## config.mk

```make
export PLATFORM = sky130hd
export DESIGN_NAME = ddr_readout_ctrl_flat
export DESIGN_NICKNAME = d
export VERILOG_FILES = /design/src/rtl/ddr_readout_ctrl_if.sv /design/src/rtl/ddr_readout_ctrl.sv /design/src/flat_wrapper.sv
export SDC_FILE = /design/constraint.sdc
export NUM_CORES = 1
export LEC_CHECK = 0
export CAP_MARGIN = 20
export CORE_MARGIN = 2
export CORE_UTILIZATION = 53
export DETAILED_ROUTE_END_ITERATION = 10
export PLACE_DENSITY = 0.92
export SLEW_MARGIN = 20
export SYNTH_ARGS = -nofsm -noshare
export SYNTH_HDL_FRONTEND = slang
export SYNTH_SLANG_ARGS = --single-unit
```

## constraint.sdc

```tcl
create_clock -name clk -period 3.65 [get_ports clk]
set_input_delay 0.5475 -clock clk [delete_from_list [all_inputs] [get_ports clk]]
set_output_delay 0.5475 -clock clk [all_outputs]
set_load 0.1 [all_outputs]
```

## src/rtl/ddr_readout_ctrl_if.sv

```systemverilog
// ddr_readout_ctrl_if: bundles the host control, DDR read port and output byte stream of
// ddr_readout_ctrl.
//   master modport: the readout controller (drives busy/done/error, DDR request/FIFO strobe,
//                   out_data/out_valid).
//   slave modport : the surroundings (host start/abort, DDR block, USB consumer).
// ADDR_W / CNT_W must match the parameters of the controller instance.
interface ddr_readout_ctrl_if #(
  parameter int unsigned ADDR_W = 32,
  parameter int unsigned CNT_W  = 32
) ();
  // Host control
  logic              start;
  logic [ADDR_W-1:0] start_addr;
  logic [CNT_W-1:0]  byte_count;
  logic              abort;
  logic              busy;
  logic              done;
  logic              error;
  // DDR read port
  logic              ddr_read_req;
  logic [ADDR_W-1:0] ddr_read_address;
  logic              ddr_read_done;
  logic              ddr_read_fifoen;
  logic              ddr_read_fifoempty;
  logic [7:0]        ddr_read_data;
  // Output byte stream
  logic [7:0]        out_data;
  logic              out_valid;
  logic              out_ready;

  modport master (
    input  start, start_addr, byte_count, abort,
    input  ddr_read_done, ddr_read_fifoempty, ddr_read_data,
    input  out_ready,
    output busy, done, error,
    output ddr_read_req, ddr_read_address, ddr_read_fifoen,
    output out_data, out_valid
  );

  modport slave (
    output start, start_addr, byte_count, abort,
    output ddr_read_done, ddr_read_fifoempty, ddr_read_data,
    output out_ready,
    input  busy, done, error,
    input  ddr_read_req, ddr_read_address, ddr_read_fifoen,
    input  out_data, out_valid
  );
endinterface

```

## src/rtl/ddr_readout_ctrl.sv

```systemverilog
// ddr_readout_ctrl: turns a host readout request (start address, byte count) into a sequence of
// BURST_BYTES DDR read bursts and drains the DDR byte FIFO into a valid/ready byte stream.
// Ports:
//   clk      system clock, also the DDR read FIFO read clock
//   reset_n  asynchronous active-low reset
//   ctrl_io  ddr_readout_ctrl_if.master: start/start_addr/byte_count/abort in, busy/done/error
//            out; ddr_read_req/address/fifoen out, ddr_read_done/fifoempty/data in;
//            out_data/out_valid out, out_ready in.
module ddr_readout_ctrl #(
  parameter int unsigned BURST_BYTES = 256,
  parameter int unsigned ADDR_W      = 32,
  parameter int unsigned CNT_W       = 32,
  parameter int unsigned TIMEOUT     = 65535
) (
  input logic                clk,
  input logic                reset_n,
  ddr_readout_ctrl_if.master ctrl_io
);

  localparam int unsigned BlW  = $clog2(BURST_BYTES) + 1;
  localparam int unsigned TmoW = $clog2(TIMEOUT + 1);

  typedef enum logic [2:0] {
    StIdle,
    StReq,
    StWaitDone,
    StDrain,
    StFlush,
    StFin
  } state_e;

  state_e            state_q, state_d;
  logic [ADDR_W-1:0] addr_q, addr_d;
  logic [CNT_W-1:0]  remaining_q, remaining_d;
  logic [BlW-1:0]    burst_left_q, burst_left_d;
  logic [TmoW-1:0]   tmo_q, tmo_d;
  logic [7:0]        buf0_q, buf0_d;
  logic [7:0]        buf1_q, buf1_d;
  logic [1:0]        buf_cnt_q, buf_cnt_d;
  logic              in_flight_q, in_flight_d;
  logic              abort_pend_q, abort_pend_d;
  logic              busy_q, busy_d;
  logic              done_q, done_d;
  logic              error_q, error_d;
  logic              req_q, req_d;

  logic              fifoen;
  logic              out_valid;
  logic              deliver;

  assign out_valid = (buf_cnt_q != 2'd0);
  assign deliver   = (state_q == StDrain) && out_valid && ctrl_io.out_ready;

  // FIFO read strobe. In DRAIN the two-entry buffer must have room for every byte already
  // requested, because data returns one cycle after the strobe.
  always_comb begin
    fifoen = 1'b0;
    if (!ctrl_io.ddr_read_fifoempty && (burst_left_q != '0)) begin
      if (state_q == StFlush) begin
        fifoen = 1'b1;
      end else if ((state_q == StDrain) && ((buf_cnt_q + {1'b0, in_flight_q}) < 2'd2)) begin
        fifoen = 1'b1;
      end
    end
  end

  always_comb begin
    state_d      = state_q;
    addr_d       = addr_q;
    remaining_d  = remaining_q;
    burst_left_d = burst_left_q;
    tmo_d        = tmo_q;
    buf0_d       = buf0_q;
    buf1_d       = buf1_q;
    buf_cnt_d    = buf_cnt_q;
    in_flight_d  = fifoen;
    abort_pend_d = abort_pend_q;
    error_d      = error_q;

    if (deliver) begin
      remaining_d = remaining_q - 1'b1;
    end
    if (fifoen) begin
      burst_left_d = burst_left_q - 1'b1;
    end

    // Output buffer: buf0 is the head presented on out_data, buf1 the second slot.
    if (deliver) begin
      buf0_d    = buf1_q;
      buf_cnt_d = buf_cnt_q - 2'd1;
    end
    if ((state_q == StDrain) && in_flight_q) begin
      if (buf_cnt_d == 2'd0) begin
        buf0_d = ctrl_io.ddr_read_data;
      end else begin
        buf1_d = ctrl_io.ddr_read_data;
      end
      buf_cnt_d = buf_cnt_d + 2'd1;
    end

    unique case (state_q)
      StIdle: begin
        if (ctrl_io.start) begin
          addr_d       = ctrl_io.start_addr;
          remaining_d  = ctrl_io.byte_count;
          error_d      = 1'b0;
          abort_pend_d = 1'b0;
          state_d      = (ctrl_io.byte_count == '0) ? StFin : StReq;
        end
      end
      StReq: begin
        burst_left_d = BlW'(BURST_BYTES);
        tmo_d        = '0;
        if (ctrl_io.abort) begin
          abort_pend_d = 1'b1;
        end
        state_d = StWaitDone;
      end
      StWaitDone: begin
        tmo_d = tmo_q + 1'b1;
        if (ctrl_io.abort) begin
          abort_pend_d = 1'b1;
        end
        // The burst is already committed on the DDR side, so an abort still waits for it and
        // then flushes it to leave the FIFO empty.
        if (ctrl_io.ddr_read_done) begin
          state_d = (abort_pend_q || ctrl_io.abort) ? StFlush : StDrain;
        end else if (tmo_d == TmoW'(TIMEOUT)) begin
          error_d = 1'b1;
          state_d = StFin;
        end
      end
      StDrain: begin
        if (ctrl_io.abort) begin
          state_d = StFlush;
        end else if (remaining_d == '0) begin
          // A strobe issued this cycle returns data next cycle; FLUSH absorbs it.
          state_d = ((burst_left_d != '0) || fifoen) ? StFlush : StFin;
        end else if ((burst_left_q == '0) && !in_flight_q && (buf_cnt_d == 2'd0)) begin
          addr_d  = addr_q + ADDR_W'(BURST_BYTES);
          state_d = StReq;
        end
      end
      StFlush: begin
        if ((burst_left_q == '0) && !in_flight_q) begin
          state_d = StFin;
        end
      end
      StFin: begin
        state_d = StIdle;
      end
      default: begin
        state_d = StIdle;
      end
    endcase

    // Buffered bytes only survive while draining; leaving DRAIN discards them.
    if (state_d != StDrain) begin
      buf_cnt_d = 2'd0;
    end
  end

  assign busy_d = (state_d != StIdle);
  assign done_d = (state_d == StFin);
  assign req_d  = (state_d == StReq);

  always_ff @(posedge clk or negedge reset_n) begin
    if (!reset_n) begin
      state_q      <= StIdle;
      addr_q       <= '0;
      remaining_q  <= '0;
      burst_left_q <= '0;
      tmo_q        <= '0;
      buf0_q       <= '0;
      buf1_q       <= '0;
      buf_cnt_q    <= 2'd0;
      in_flight_q  <= 1'b0;
      abort_pend_q <= 1'b0;
      busy_q       <= 1'b0;
      done_q       <= 1'b0;
      error_q      <= 1'b0;
      req_q        <= 1'b0;
    end else begin
      state_q      <= state_d;
      addr_q       <= addr_d;
      remaining_q  <= remaining_d;
      burst_left_q <= burst_left_d;
      tmo_q        <= tmo_d;
      buf0_q       <= buf0_d;
      buf1_q       <= buf1_d;
      buf_cnt_q    <= buf_cnt_d;
      in_flight_q  <= in_flight_d;
      abort_pend_q <= abort_pend_d;
      busy_q       <= busy_d;
      done_q       <= done_d;
      error_q      <= error_d;
      req_q        <= req_d;
    end
  end

  assign ctrl_io.busy             = busy_q;
  assign ctrl_io.done             = done_q;
  assign ctrl_io.error            = error_q;
  assign ctrl_io.ddr_read_req     = req_q;
  assign ctrl_io.ddr_read_address = addr_q;
  assign ctrl_io.ddr_read_fifoen  = fifoen;
  assign ctrl_io.out_data         = buf0_q;
  assign ctrl_io.out_valid        = out_valid;

endmodule
```

## src/flat_wrapper.sv

```systemverilog
// flat-port wrapper written by rule: the top's interface ports become plain ports
module ddr_readout_ctrl_flat 
#(
  parameter int unsigned BURST_BYTES = 256,
  parameter int unsigned ADDR_W      = 32,
  parameter int unsigned CNT_W       = 32,
  parameter int unsigned TIMEOUT     = 65535
)
  (clk, reset_n, ctrl_io_start, ctrl_io_start_addr, ctrl_io_byte_count, ctrl_io_abort, ctrl_io_ddr_read_done, ctrl_io_ddr_read_fifoempty, ctrl_io_ddr_read_data, ctrl_io_out_ready, ctrl_io_busy, ctrl_io_done, ctrl_io_error, ctrl_io_ddr_read_req, ctrl_io_ddr_read_address, ctrl_io_ddr_read_fifoen, ctrl_io_out_data, ctrl_io_out_valid);
  ddr_readout_ctrl_if #(.ADDR_W(ADDR_W), .CNT_W(CNT_W)) ctrl_io_i ();
  input logic clk;
  input logic reset_n;
  input wire logic [$bits(ctrl_io_i.start)-1:0] ctrl_io_start;
  input wire logic [$bits(ctrl_io_i.start_addr)-1:0] ctrl_io_start_addr;
  input wire logic [$bits(ctrl_io_i.byte_count)-1:0] ctrl_io_byte_count;
  input wire logic [$bits(ctrl_io_i.abort)-1:0] ctrl_io_abort;
  input wire logic [$bits(ctrl_io_i.ddr_read_done)-1:0] ctrl_io_ddr_read_done;
  input wire logic [$bits(ctrl_io_i.ddr_read_fifoempty)-1:0] ctrl_io_ddr_read_fifoempty;
  input wire logic [$bits(ctrl_io_i.ddr_read_data)-1:0] ctrl_io_ddr_read_data;
  input wire logic [$bits(ctrl_io_i.out_ready)-1:0] ctrl_io_out_ready;
  output wire logic [$bits(ctrl_io_i.busy)-1:0] ctrl_io_busy;
  output wire logic [$bits(ctrl_io_i.done)-1:0] ctrl_io_done;
  output wire logic [$bits(ctrl_io_i.error)-1:0] ctrl_io_error;
  output wire logic [$bits(ctrl_io_i.ddr_read_req)-1:0] ctrl_io_ddr_read_req;
  output wire logic [$bits(ctrl_io_i.ddr_read_address)-1:0] ctrl_io_ddr_read_address;
  output wire logic [$bits(ctrl_io_i.ddr_read_fifoen)-1:0] ctrl_io_ddr_read_fifoen;
  output wire logic [$bits(ctrl_io_i.out_data)-1:0] ctrl_io_out_data;
  output wire logic [$bits(ctrl_io_i.out_valid)-1:0] ctrl_io_out_valid;
  assign ctrl_io_i.start = ctrl_io_start;
  assign ctrl_io_i.start_addr = ctrl_io_start_addr;
  assign ctrl_io_i.byte_count = ctrl_io_byte_count;
  assign ctrl_io_i.abort = ctrl_io_abort;
  assign ctrl_io_i.ddr_read_done = ctrl_io_ddr_read_done;
  assign ctrl_io_i.ddr_read_fifoempty = ctrl_io_ddr_read_fifoempty;
  assign ctrl_io_i.ddr_read_data = ctrl_io_ddr_read_data;
  assign ctrl_io_i.out_ready = ctrl_io_out_ready;
  assign ctrl_io_busy = ctrl_io_i.busy;
  assign ctrl_io_done = ctrl_io_i.done;
  assign ctrl_io_error = ctrl_io_i.error;
  assign ctrl_io_ddr_read_req = ctrl_io_i.ddr_read_req;
  assign ctrl_io_ddr_read_address = ctrl_io_i.ddr_read_address;
  assign ctrl_io_ddr_read_fifoen = ctrl_io_i.ddr_read_fifoen;
  assign ctrl_io_out_data = ctrl_io_i.out_data;
  assign ctrl_io_out_valid = ctrl_io_i.out_valid;
  ddr_readout_ctrl #(.BURST_BYTES(BURST_BYTES), .ADDR_W(ADDR_W), .CNT_W(CNT_W), .TIMEOUT(TIMEOUT)) u_core (.clk(clk), .reset_n(reset_n), .ctrl_io(ctrl_io_i));
endmodule
```

### Yosys cells after proc, flatten, opt, wreduce, memory -nomap -nowiden

Index checks and enable logic that the tools add are counted.

| word-level totals | value |
|---|---|
| register bits after elaboration | 116 |
| input bits | 79 |
| output and inout port bits | 46 |

| operators by class | value |
|---|---|
| add/subtract/negate cells | 7 |
| $lt $le $gt $ge | 1 |
| equality and inequality tests | 15 |
| muxes and demuxes | 37 |
| bitwise gates (word level) | 1 |
| reductions and logical operators | 30 |

Operators with widths:

| cell | count |
|---|---|
| two-way mux 32 bit | 7 |
| zero test 32 bit | 2 |
| one-hot mux 32 bit (2 select lines) | 1 |
| adder 32 x 9 -> 32 bit (second input constant) | 1 |
| one-hot mux 16 bit (2 select lines) | 1 |
| subtractor 32 x 1 -> 32 bit (second input constant) | 1 |
| two-way mux 3 bit | 9 |
| two-way mux 8 bit | 3 |
| two-way mux 9 bit | 2 |
| nonzero test 9 bit | 2 |
| adder 16 x 1 -> 16 bit (second input constant) | 1 |
| equality test 16 bit (second input constant) | 1 |
| one-hot mux 3 bit (5 select lines) | 1 |
| inequality test 2 bit (second input constant) | 5 |
| nonzero test 2 bit | 5 |
| zero test 9 bit | 1 |
| subtractor 9 x 1 -> 9 bit (second input constant) | 1 |
| two-way mux 1 bit | 8 |
| logical AND 1 bit | 7 |
| equality test 3 x 1 -> 1 bit (second input constant) | 2 |
| equality test 3 x 2 -> 1 bit (second input constant) | 2 |
| equality test 3 bit (second input constant) | 2 |
| two-way mux 2 bit | 3 |
| AND reduction 5 bit | 1 |
| 17 further kinds | 22 |

### Logic depth before layout (Yosys ltp)

| depth | value |
|---|---|
| depth after elaboration | 15 |
| mapped depth | 13 |
| depth with buffers taken out | 11 |

### Worst setup path after synthesis

Ideal clock, no wire load.

| path | value |
|---|---|
| path type | register to register |
| start point | reg u_core.addr_q[8], in the netlist u_core.ctrl_io.ddr_read_address[8] |
| end point | reg u_core.addr_q[28], in the netlist u_core.ctrl_io.ddr_read_address[28] |
| arrival time | 2.854 ns |
| required time | 3.520 ns |
| setup slack | 0.666 ns |
| cell stages (with the launch flop) | 12 |
| buffers on the path | 2 |
| period minus slack after synthesis | 2.984 ns |
| cells stage by stage | dfrtp_1 > ha_1 > and3_1 > nand3_1 > nor2_1 > and3_1 > clkbuf_1 > and4_1 > clkbuf_1 > a31oi_1 > nor3_1 > o22ai_1 |

| on the way | value |
|---|---|
| cells in the longest elaborated chain, start to end | 5 |

RTL lines:

| element | line | source |
|---|---|---|
| start: declaration | ddr_readout_ctrl.sv:33 | `logic [ADDR_W-1:0] addr_q, addr_d;` |
| start signal: assignment | ddr_readout_ctrl.sv:185 | `addr_q <= addr_d;` |
| adder 32 x 9 -> 32 bit | ddr_readout_ctrl.sv:140 | `addr_d = addr_q + ADDR_W'(BURST_BYTES);` |
| two-way mux 32 bit | ddr_readout_ctrl.sv:139 | `end else if ((burst_left_q == '0) && !in_flight_q && (buf_cnt_d == 2'd0)) begin` |
| two-way mux 32 bit | ddr_readout_ctrl.sv:136 | `end else if (remaining_d == '0) begin` |
| two-way mux 32 bit | ddr_readout_ctrl.sv:134 | `if (ctrl_io.abort) begin` |
| one-hot mux 32 bit (2 select lines) | ddr_readout_ctrl.sv:101 | `unique case (state_q)` |

No other way between the ends. The select of a mux whose other input is x is not followed.
A chain may end at the register's enable or synchronous reset.

### Worst setup path in the final report

| path | value |
|---|---|
| start point | reg u_core.remaining_q[0] |
| end point | reg u_core.addr_q[13], in the netlist u_core.ctrl_io.ddr_read_address[13] |

| on the way | value |
|---|---|
| cells in the longest elaborated chain, start to end | 5 |

RTL lines:

| element | line | source |
|---|---|---|
| start: declaration | ddr_readout_ctrl.sv:34 | `logic [CNT_W-1:0] remaining_q, remaining_d;` |
| start signal: assignment | ddr_readout_ctrl.sv:186 | `remaining_q <= remaining_d;` |
| subtractor 32 x 1 -> 32 bit | ddr_readout_ctrl.sv:81 | `remaining_d = remaining_q - 1'b1;` |
| two-way mux 32 bit (*) | ddr_readout_ctrl.sv:80 | `if (deliver) begin` |
| zero test 32 bit (*) | ddr_readout_ctrl.sv:136 |  |
| inequality test 2 bit (no source line) (*) | -- |  |
| AND reduction 5 bit (no source line) (*) | -- |  |

Every way passes the cells marked *; elsewhere a longest branch is shown, timed or not.

==> impl_metrics.toml <==
[route]
initialDrtViolationCount = 557
drc = 0
drt_pass1_iterations = 5
detail_route.vias_per_cell = 5.94
route.detailed.wl_per_inst_microns = 17.0
count_of_nets_left_with_antenna_violations_after_detail_routing = 0
total_number_of_vias = 6247
drt_wl_total_microns = 17900

[global_routing]
grt_pass1_vias = 6250
grt_antenna_before_repair = 0
grt_first_pass_wirelength_microns = 29500
grt_util_all_layers = 0.280
grt_overflow = 0
grt_max_degree = 59

[power_and_ir_drop]
share_clk_of_total_power = 0.199
power.internal_w = 0.00393
combinationalPowerShare = 0.508
cellPowerDensity_mw_per_mm2 = 922
static-leakage-power_nw = 3.44
power.ir.vdd_worst_v = 0.000916
power.share.switching = 0.501
seq_power_share = 0.293
switching_power_w = 0.00394

[clocking]
worst_setup_hold_path_clk_slew_ns = 0.05
h-tree-depth = 4
ctsHoldBuffers = 0
postCtsResizedCells = 0
cts_buffers = 17
cts.path.max_buffers = 2
clock-root-buffer = "sky130_fd_sc_hd__clkbuf_16"
insertion_delay_ns = 0.41
cts_tree = "done"
tritoncts_sink_count = 116
post_cts_buffers = 0

[sta]
remaining_max_slew_budget_at_the_tightest_pin = 0.309
final_min_period_over_clock_period = 0.917
hold_slack_ns = 0.196
slew_viol_final = 0
fmax_ghz = 0.299
worstMarginPinSlew_ns = 1.03
setup-tns-final_ns = 0
rsz_0062_raised_after_global_routing = "false"
final-hold-violation-count = 0
setup_violations = 0
post-route-min-period_ns = 3.35
clock_skew_ns = 0.00530

[critical_path]
timing.setup.critical_path_class = "reg -> reg"
cp_slowest_stage_delay_ns = 0.46
critical_path.slowest_cell = "sky130_fd_sc_hd__nor3b_1"
critPathMaxFanout = 22
timing.critical_path.arrival_ns = 3.69
cp_data_required_time_ns = 4.00
critical_path_sink_type = "register"
critical_path.cell_chain = "inv_1 > ha_1 > nor3b_1 > nand4_2 > buf_4 > o31a_1 > nor4_1 > nand4_1 > o21bai_2 > buf_12 > nand2_1 > o2bb2a_1"
crit_path_start_kind = "register"

[synthesis]
synth-async-reset-ratio = 1.00
dominantRegCellSynth = "sky130_fd_sc_hd__dfrtp_1"
synth_sequential_area_ratio = 0.441
post_synth_inst_count = 757
synth-warning-count = 0
synth_common_cells = "sky130_fd_sc_hd__dfrtp_1, sky130_fd_sc_hd__nand2_1, sky130_fd_sc_hd__nor2_1"
post-synth-top-area-cell = "sky130_fd_sc_hd__dfrtp_1"
yosys.cell_types.count = 64
syn-num-nets = 844
synth.most_common_cell = "sky130_fd_sc_hd__dfrtp_1"
synth_edf_count = 0
post_synth.cell_area_avg_sq_um = 8.69
synth_largest_type_area_fraction = 0.441
leading_cell_types_by_total_area_after_synthesis = "sky130_fd_sc_hd__dfrtp_1, sky130_fd_sc_hd__nand2_1, sky130_fd_sc_hd__a21oi_1"
ys_seq_elements = 116
post_synth_instance_area_sq_mm = 0.00658

[flow_run]
max_cap_violations = 0

[placement]
placement.io_buffers = 124
detailedPlacementHpwl_microns = 12300
routabilityCongestion = 0.936

[floorplan]
die_w_microns = 115
core_area_sq_mm = 0.0121
fp-row-count = 40
floorplan.die.height_microns = 115
initial_util = 0.545
ioPinCount = 125
die_area_sq_mm = 0.0133

[layout]
fin_nets = 958
count_of_antenna_diodes_in_the_layout = 0
syn_to_final_growth_pct = 29.8
drive_above_1_share = 0.0725
fillers = 889

[status]
status = "finished clean"

[min_path]
worst_hold_path_type = "in -> async"
==> final timing paths <==
path                                                                start                                         endpoint  slack, ns  cells after the start
setup / recovery                          u_core.remaining_q[0]$_DFF_PN0_  u_core.ctrl_io.ddr_read_address[13]$_DFFE_PN0P_       0.30                     12
max in group asynchronous                                         reset_n  u_core.ctrl_io.ddr_read_address[25]$_DFFE_PN0P_       2.49                      2
setup reg to reg                          u_core.remaining_q[0]$_DFF_PN0_  u_core.ctrl_io.ddr_read_address[13]$_DFFE_PN0P_       0.30                     12
hold / removal                                                    reset_n   u_core.ctrl_io.ddr_read_address[0]$_DFFE_PN0P_       0.20                      1
hold reg to reg            u_core.ctrl_io.ddr_read_address[5]$_DFFE_PN0P_   u_core.ctrl_io.ddr_read_address[5]$_DFFE_PN0P_       0.47                      2
min in group clk           u_core.ctrl_io.ddr_read_address[5]$_DFFE_PN0P_   u_core.ctrl_io.ddr_read_address[5]$_DFFE_PN0P_       0.47                      2
==> power by group through the flow <==
stage	sequential [W]	clock, W	combinational (W)
after floorplan	0.00374	0	0.00146
after global placement	0.00228	0	0.00389
after detailed placement	0.00228	0	0.00397
after global routing	0.00236	0.00165	0.00426
final	0.00230	0.00157	0.00400
after CTS	0.00228	0.00158	0.00399
==> cells in the final DEF (no fill, tap or decap), drive strengths merged, types with 4 or more instances in the layout <==
| cell type | synthesis | final |
|---|---|---|
| a21oi | 54 | 54 |
| a22oi | 4 | 4 |
| a31oi | 14 | 14 |
| and2 | 5 | 5 |
| and3 | 13 | 13 |
| buf | 12 | 16 |
| clkbuf | 31 | 27 |
| clkdlybuf4s50 | 0 | 122 |
| dfrtp | 116 | 116 |
| ha | 8 | 8 |
| inv | 18 | 18 |
| mux2 | 8 | 8 |
| mux2i | 10 | 10 |
| nand2 | 106 | 106 |
| nand2b | 4 | 4 |
| nand3 | 19 | 19 |
| nand4 | 16 | 16 |
| nand4b | 5 | 5 |
| nor2 | 70 | 70 |
| nor2b | 6 | 6 |
| nor3 | 31 | 31 |
| nor4 | 27 | 27 |
| o21ai | 55 | 55 |
| o22a | 7 | 7 |
| o22ai | 8 | 8 |
| o2bb2a | 8 | 8 |
| o31ai | 5 | 5 |
| or3 | 9 | 9 |
| or4 | 7 | 7 |
| xnor2 | 22 | 22 |
| xor2 | 19 | 19 |
==> metal layers <==
| metal | routed length (microns) | global-route usage |
|---|---|---|
| met2 | 8350 | 0.458 |
| met3 | 1460 | 0.0685 |
| met1 | 7790 | 0.375 |
| met5 | 0 | 0 |
| met4 | 270 | 0.0731 |
==> sequential cells by signal (all words and copies together), names as in the netlist <==
signal and cells:
u_core.ctrl_io.busy 1, u_core.abort_pend_q 1, u_core.remaining_q 32, u_core.ctrl_io.out_data 8, u_core.buf_cnt_q 2, u_core.ctrl_io.error 1
u_core.buf1_q 8, u_core.tmo_q 16, u_core.ctrl_io.done 1, u_core.state_q 3, u_core.in_flight_q 1, u_core.ctrl_io.ddr_read_req 1
u_core.burst_left_q 9, u_core.ctrl_io.ddr_read_address 32
==> cell type report <==
type / instances / area (sq um) / share of cell area
well taps: 168 / 210 / 0.0246
multi-input cells: 580 / 3430 / 0.402
clock inverters: 4 / 45.0 / 0.00528
flip-flops and latches: 116 / 2900 / 0.340
clock buffers: 27 / 513 / 0.0601
inverters: 18 / 67.6 / 0.00791
repair buffers: 138 / 1370 / 0.160
==> per-stage QoR <==
stage	std cells	area [sq um]	util	worst slack, ns	power, W
global placement	1020	7980	0.662	0.298	0.00617
finish	1051	8540	0.708	0.304	0.00787
CTS	1051	8540	0.708	0.349	0.00785
global route	1051	8540	0.708	0.109	0.00827
floorplan	757	6580	-	0.666	0.00520
detailed placement	1020	7980	0.662	0.209	0.00625
==> cells by family after synthesis <==
logic type               Yosys count  synth area share
flip-flops                       116             0.441
buffers and inverters             61            0.0384
adder cells (fa/ha/maj)            8            0.0152
multiplexers                      18            0.0289
AO/OA/AOI/OAI                    182             0.171
AND/OR/NAND/NOR                  331             0.250
XOR/XNOR                          41            0.0546
==> worst max-delay path: cells and delay by family, from the launching register on <==
| family | cells | cell delay, ns |
|---|---|---|
| compound gates | 3 | 0.87 |
| fa+ha+maj | 1 | 0.19 |
| flops | 1 | 0.40 |
| simple gates | 5 | 1.35 |
| buf+inv | 3 | 0.46 |
Note: power is estimated with default switching activity, not from simulation.
